===== config.mk =====
export PLATFORM = sky130hd
export DESIGN_NAME = mult_acc_stage
export DESIGN_NICKNAME = d
export VERILOG_FILES = /design/src/rtl/mult_acc_stage.sv
export SDC_FILE = /design/constraint.sdc
export NUM_CORES = 1
export LEC_CHECK = 0
export BUFFER_PORTS_ARGS = -buffer_cell sky130_fd_sc_hd__buf_2
export CELL_PAD_IN_SITES_DETAIL_PLACEMENT = 1
export CELL_PAD_IN_SITES_GLOBAL_PLACEMENT = 2
export CORE_ASPECT_RATIO = 1.5
export CORE_MARGIN = 5
export CORE_UTILIZATION = 35
export CTS_CLUSTER_SIZE = 10
export DETAILED_ROUTE_END_ITERATION = 10
export MAX_ROUTING_LAYER = met4
export PLACE_DENSITY = 0.9
export SLEW_MARGIN = 20
export SYNTH_ARGS = -nofsm -noshare
export SYNTH_HDL_FRONTEND = slang
export SYNTH_SLANG_ARGS = --single-unit
export TNS_END_PERCENT = 5

===== constraint.sdc =====
create_clock -name clk -period 3.1 [get_ports clk]
set_input_delay 0.62 -clock clk [delete_from_list [all_inputs] [get_ports clk]]
set_output_delay 0.62 -clock clk [all_outputs]
set_load 0.01 [all_outputs]

===== src/rtl/mult_acc_stage.sv =====
// Frame accumulator behind the 16x16 multiplier: sums unsigned products up to in_last
// into a saturating accumulator and presents total, term count and overflow on a held handshake.
module mult_acc_stage #(
    parameter int PROD_W = 32,
    parameter int ACC_W  = 40,
    parameter int CNT_W  = 16
) (
    input  logic              clk,
    input  logic              rst_n,
    input  logic              clear,
    input  logic [PROD_W-1:0] in_product,
    input  logic              in_valid,
    input  logic              in_last,
    output logic              in_ready,
    output logic [ACC_W-1:0]  out_acc,
    output logic [CNT_W-1:0]  out_count,
    output logic              out_ovf,
    output logic              out_valid,
    input  logic              out_ready
);

    typedef enum logic [1:0] {
        S_IDLE = 2'd0,
        S_ACC  = 2'd1,
        S_HOLD = 2'd2
    } state_t;

    state_t             r_state;
    logic [ACC_W-1:0]   r_acc;
    logic [CNT_W-1:0]   r_cnt;
    logic               r_ovf;
    logic [ACC_W-1:0]   r_out_acc;
    logic [CNT_W-1:0]   r_out_count;
    logic               r_out_ovf;
    logic               r_out_valid;

    logic               w_accept;
    logic [ACC_W-1:0]   w_zext;
    logic [ACC_W:0]     w_sum;
    logic [ACC_W-1:0]   w_acc_nxt;
    logic [CNT_W-1:0]   w_cnt_nxt;
    logic               w_ovf_nxt;

    assign in_ready  = (r_state != S_HOLD);
    assign w_accept  = in_valid && in_ready;
    assign w_zext    = {{(ACC_W-PROD_W){1'b0}}, in_product};
    assign w_sum     = {1'b0, r_acc} + {1'b0, w_zext};

    // Once saturated the frame stays pinned at all ones, even for zero-valued terms.
    always_comb begin
        w_acc_nxt = w_zext;
        w_cnt_nxt = {{(CNT_W-1){1'b0}}, 1'b1};
        w_ovf_nxt = 1'b0;
        if (r_state == S_ACC) begin
            if (r_ovf || w_sum[ACC_W]) begin
                w_acc_nxt = {ACC_W{1'b1}};
                w_ovf_nxt = 1'b1;
            end else begin
                w_acc_nxt = w_sum[ACC_W-1:0];
            end
            w_cnt_nxt = (&r_cnt) ? r_cnt : r_cnt + {{(CNT_W-1){1'b0}}, 1'b1};
        end
    end

    always_ff @(posedge clk or negedge rst_n) begin
        if (!rst_n) begin
            r_state     <= S_IDLE;
            r_acc       <= '0;
            r_cnt       <= '0;
            r_ovf       <= 1'b0;
            r_out_acc   <= '0;
            r_out_count <= '0;
            r_out_ovf   <= 1'b0;
            r_out_valid <= 1'b0;
        end else if (clear) begin
            r_state     <= S_IDLE;
            r_acc       <= '0;
            r_cnt       <= '0;
            r_ovf       <= 1'b0;
            r_out_valid <= 1'b0;
        end else begin
            case (r_state)
                S_IDLE, S_ACC: begin
                    if (w_accept) begin
                        r_acc <= w_acc_nxt;
                        r_cnt <= w_cnt_nxt;
                        r_ovf <= w_ovf_nxt;
                        if (in_last) begin
                            r_state     <= S_HOLD;
                            r_out_acc   <= w_acc_nxt;
                            r_out_count <= w_cnt_nxt;
                            r_out_ovf   <= w_ovf_nxt;
                            r_out_valid <= 1'b1;
                        end else begin
                            r_state <= S_ACC;
                        end
                    end
                end
                S_HOLD: begin
                    if (out_ready) begin
                        r_out_valid <= 1'b0;
                        r_state     <= S_IDLE;
                    end
                end
                default: begin
                    r_state     <= S_IDLE;
                    r_out_valid <= 1'b0;
                end
            endcase
        end
    end

    assign out_acc   = r_out_acc;
    assign out_count = r_out_count;
    assign out_ovf   = r_out_ovf;
    assign out_valid = r_out_valid;

endmodule


==> results of run 1 <==
Yosys cell counts, types with 17 or more instances:
cell type and count:
dfrtp_1 117, nand2_1 153, o31ai_1 41, nand3_1 17, xnor2_1 27, o21ai_0 89, clkbuf_1 33, ha_1 33
a21oi_1 64, nor3_1 26, inv_1 18, nor2_1 71
cells in the final DEF (no fill, tap or decap), types with 5 or more instances in the layout:
| master | n |
|---|---|
| and3_1 | 6 |
| ha_1 | 33 |
| o22ai_1 | 11 |
| inv_1 | 18 |
| o211ai_1 | 7 |
| clkbuf_16 | 17 |
| xor2_1 | 14 |
| nand2_1 | 152 |
| nor2_1 | 71 |
| buf_4 | 75 |
| a22o_1 | 6 |
| buf_2 | 95 |
| nand4_1 | 16 |
| a21oi_1 | 63 |
| a211oi_1 | 13 |
| a21o_1 | 12 |
| nand2b_1 | 7 |
| nor3_1 | 26 |
| o21ai_0 | 89 |
| xnor2_1 | 27 |
| nand3_1 | 17 |
| o21bai_1 | 5 |
| o31ai_1 | 41 |
| dfrtp_1 | 117 |
flip-flops by register name (all words and copies together) (netlist names):
name and count:
r_ovf 1, out_valid 1, r_cnt 16, out_ovf 1, out_count 16, r_acc 40
out_acc 40, r_state 2
worst paths after layout:
kind	to
max reg2reg	r_acc[11]$_DFFE_PN0P_
min	out_acc[33]$_DFFE_PN0P_
min reg2reg	out_acc[17]$_DFFE_PN0P_
min in group clk	r_state[1]$_DFFE_PN0P_
max in group asynchronous	r_acc[15]$_DFFE_PN0P_
max	r_acc[11]$_DFFE_PN0P_
cells by family (layout without fill, tap and decap cells):
kind of cell | count (synthesis) | in the layout | share of synthesized area (%)
and+or+nand+nor | 323 | 323 | 19.3
AOI/OAI and AO/OA | 295 | 295 | 25.7
DFF | 117 | 117 | 39.6
buffers and inverters | 69 | 224 | 4.02
xor gates and xnor gates | 41 | 41 | 4.85
adders and majority gates | 34 | 34 | 5.85
muxes | 5 | 5 | 0.710
power breakdown:
part / switching (mW) / internal [mW] / total [mW]
Sequential: 0.0906 / 1.67 / 1.76
Combinational: 0.689 / 0.481 / 1.17
Clock: 0.808 / 1.36 / 2.16
Total: 1.59 / 3.51 / 5.09
per-layer routing:
metal	routed length (µm)	share of wire, %
met1	9910	39
met2	13800	55
met3	819	3.2
met4	724	2.9
met5	0	0
stage by stage:
stage / cells / setup TNS (ns) / utilization (%)
floorplan: 884 / 0 / -
global placement: 1275 / -1.82 / 41.4
detailed placement: 1275 / -3.53 / 41.4
CTS: 1307 / 0 / 44.4
global route: 1307 / 0 / 44.4
finish: 1307 / 0 / 44.4
area by class of cell:
cell class                 instances  area (µm²)  area share, %
clock buffer                      19         433           4.67
clock inverter                    13         195           2.10
inverter                          18        67.6          0.729
multi-input combinational        698        4200           45.3
sequential                       117        2930           31.6
tap                              268         335           3.62
timing repair buffer             174        1120           12.1
==> qor.csv, run 1 <==
metric,value,unit
fin_area,0.00927,mm²
nets,1098,
ys_seq_area_share,39.6,%
grt_pass1_wl,41.3,mm
yosysTopAreaCellShare,39.6,%
synth.area.top_cells,"dfrtp_1, nand2_1, o21ai_0, ha_1, a21oi_1",
cts_tree,yes,
num_vias,7302,
pin_count,97,
dp_hpwl,18.6,mm
power,5.09,mW
tightestPinTransition,0.829,ns
layout-drive-gt1-share,21.7,%
postCtsSetupBuffers,0,
hold_ws,0.143,ns
fp.coreArea,0.0209,mm²
wl_per_cell,19.3,µm
clock_latency,0.44,ns
syn-instance-count,884,
ys_async_sr_fraction,100,%
use_met3,3.39,%
ys_ff_latch,117,
start_util,35.4,%
port_buffers,96,
hp-class,in2async,
p_leak,4.24,nW
cts_root_buffer,clkbuf_16,
yosysUniqueCellTypes,71,
max-slew-margin-rel,44.6,%
drtIter0Drc,369,
r2r_slack,0.21,ns
path_buf_inv,2,
synth-edff-count,0,
antenna_found_initial,0,
cts_sinks,117,
numCtsBuffers,17,
path_cells,ha_1 -> fa_1 -> a211oi_1 -> buf_4 -> nor2_1 -> o21ai_1 -> a21oi_2 -> a21oi_4 -> o21bai_4 -> buf_4 -> nor3_1 -> o31ai_1,
ir_drop,397,µV
drv_slew,0,
top_usage_layer,met2,
place_ws,-0.117,ns
place_congestion,0.905,
die_area,0.0242,mm²
critPathMaxFanout,12,
cp_slowest_cell,dfrtp_1,
worstSetupPathType,reg2reg,
r2r_cells,12,
yosys_warnings,0,
finClkSkew,0.0150,ns
core.rowCount,65,
max_freq,0.346,GHz
fillerInstances,2488,
track_usage,21.9,%
grt_start_max_net_pins,58,
grt_overflow,0,
crit_top_cell,buf_4,
crit_required,3.37,ns
finalHoldViolations,0,
worst_slack,0.206,ns
slowest_delay,0.40,ns
synth.avg_cell_area,8.37,µm²
status,completed,
wirelength,25.2,mm
synth_area,0.00740,mm²
cap_violations,0,
crit_family,compound AO/OA/AOI/OAI gates,
firstDrtPassIters,4,
grt_pass1_vias,8001,
met2_usage,39.6,%
crit_path_start_kind,register,
diodes,0,
fin_crit_sh,93.4,%
crit_cells,12,
powerDensity,549,mW/mm²
critPathArrivalTime,3.17,ns
post_cts_resized,0,
worst_setup_path_end_kind,register,
synth-main-ff-cell,dfrtp_1,
path_clk_slew,0.06,ns
synth_top_cell_by_area,dfrtp_1,
syn_nets,956,
period_minus_slack,2.89,ns
drc,0,
finalSetupViolCount,0,
timing.rr.start,r_acc[0]$_DFFE_PN0P_,
cts_hold_buffers,0,
ant_nets,0,
dpl-instance-area,0.00865,mm²
clk_path_buf_depth,2,
die_w,129,µm
avgViaCountPerCell,5.59,
grt_use_met1,23.8,%
rsz0062_at_grt,false,
cts_max_level,4,
cp-startpoint,r_acc[0]$_DFFE_PN0P_,
fp.dieH,188,µm
syn_to_final_growth,25.3,%
Power figures use the tool's default switching activity.
==> run 2, diff against run 1 <==
==> constraint.sdc (replaced) <==
create_clock -name clk -period 3.3 [get_ports clk]
set_input_delay 0.66 -clock clk [delete_from_list [all_inputs] [get_ports clk]]
set_output_delay 0.66 -clock clk [all_outputs]
set_load 0.01 [all_outputs]
==> run 2 against run 1 <==
  * Sequential power decreased by 6%
  * Critical path depth decreased by 1
  * Combinational power decreased by 11%
  * Routed wire length decreased by 3.2%
  * Critical path type unchanged
  * Highest routed layer unchanged
==> qor.csv, run 2 (synthesis gave the netlist of run 1 again) <==
metric,value,unit
hp-class,in2async,
post_cts_resized,0,
critPathArrivalTime,3.17,ns
port_buffers,96,
drtIter0Drc,279,
path_clk_slew,0.06,ns
tightestPinTransition,0.869,ns
fin_crit_sh,87.1,%
max_freq,0.348,GHz
fin_tns_setup,0,ns
wirelength,24.4,mm
drc,0,
worst_slack,0.427,ns
die_area,0.0242,mm²
worst_setup_path_end_kind,register,
powerDensity,501,mW/mm²
nets,1076,
rsz0062_at_grt,false,
cts_sinks,117,
place_congestion,0.943,
cts_tree,yes,
p_leak,4.11,nW
critPathMaxFanout,12,
track_usage,21.5,%
clock_latency,0.44,ns
wl_per_cell,19.0,µm
numCtsBuffers,17,
cap_violations,0,
fp.dieH,188,µm
dp_hpwl,18.5,mm
crit_path_start_kind,register,
drv_slew,0,
grt_overflow,0,
finalSetupViolCount,0,
place_ws,0.00991,ns
worstSetupPathType,reg2reg,
finClkSkew,0.0127,ns
layout-drive-gt1-share,20.2,%
avgViaCountPerCell,5.55,
syn_to_final_growth,22.1,%
grt_pass1_wl,40.4,mm
cts_root_buffer,clkbuf_16,
core.rowCount,65,
mostFrequentLayoutCell,nand2_1,
start_util,35.4,%
antenna_found_initial,0,
diodes,0,
clk_path_buf_depth,2,
r2r_cells,11,
num_vias,7126,
status,completed,
finalHoldViolations,0,
ir_drop,373,µV
pin_count,97,
postCtsSetupBuffers,0,
firstDrtPassIters,4,
final_cell_mix,"nand2_1, dfrtp_1, buf_2, o21ai_0, nor2_1",
period_minus_slack,2.87,ns
die_w,129,µm
ant_nets,0,
grt_pass1_vias,7740,
fp.coreArea,0.0209,mm²
grt_start_max_net_pins,59,
crit_required,3.60,ns
max-slew-margin-rel,41.9,%
cts_max_level,4,
cts_hold_buffers,0,
-- run 2: changes by cell type in the layout (fill, tap and decap cells not counted) --
cell | previous run | this run
buf_12 | 4 | 3
buf_4 | 75 | 54
bufinv_16 | 4 | 1
clkbuf_1 | 2 | 0
clkinv_2 | 0 | 2
clkinv_4 | 2 | 0
clkinvlp_4 | 3 | 4
inv_6 | 4 | 6
inv_8 | 0 | 2
-- run 2: path summary, 6_finish.rpt --
kind / startpoint / to / slack [ns]
max in group asynchronous: rst_n / r_acc[11]$_DFFE_PN0P_ / 2.31
min reg2reg: out_acc[1]$_DFFE_PN0P_ / out_acc[1]$_DFFE_PN0P_ / 0.47
min in group clk: out_ready / r_state[1]$_DFFE_PN0P_ / 0.42
min: rst_n / r_acc[29]$_DFFE_PN0P_ / 0.17
max reg2reg: r_acc[0]$_DFFE_PN0P_ / out_acc[20]$_DFFE_PN0P_ / 0.43
max: r_acc[0]$_DFFE_PN0P_ / out_acc[20]$_DFFE_PN0P_ / 0.43
-- run 2: per-layer routing --
metal  wire length [µm]  track usage, %  part of all wire (%)
met3                552            3.51                   2.3
met1               9890            23.6                    41
met2              13300            38.3                    54
met5                  0               -                     0
met4                679            8.21                   2.8
-- run 2: through the flow --
stage	instance area, µm²	hold WS (ns)	instances	util [%]	total power, mW
floorplan	7400	0.364	884	-	2.29
global placement	8470	0.453	1253	40.5	2.71
detailed placement	8470	0.463	1253	40.5	2.73
CTS	9040	0.187	1285	43.2	4.58
global route	9040	0.212	1285	43.2	4.77
finish	9040	0.173	1285	43.2	4.53
-- run 2: power by group --
part           internal, mW  leakage, nW  switching (mW)
Sequential             1.57         1.55          0.0861
Combinational         0.413         2.29           0.629
Clock                  1.05        0.271           0.781
Total                  3.03         4.11            1.50
-- run 2: area by class of cell --
type / instances / area, µm²
Tap cell: 268 / 335
Clock buffer: 17 / 425
Timing Repair Buffer: 152 / 941
Inverter: 18 / 67.6
Clock inverter: 15 / 145
Sequential cell: 117 / 2930
Fill cell: 2536 / 11900
Multi-Input combinational cell: 698 / 4200
-- run 2: critical path, cell delays in order, from the launching register on --
cell and delay (ns):
dfrtp_1 0.38, ha_1 0.22, fa_1 0.39, a211oi_1 0.32
nor2_1 0.11, o21ai_1 0.25, a21oi_2 0.13, a21oi_4 0.18
o21bai_4 0.12, buf_4 0.21, nor3_1 0.30, o31ai_1 0.13
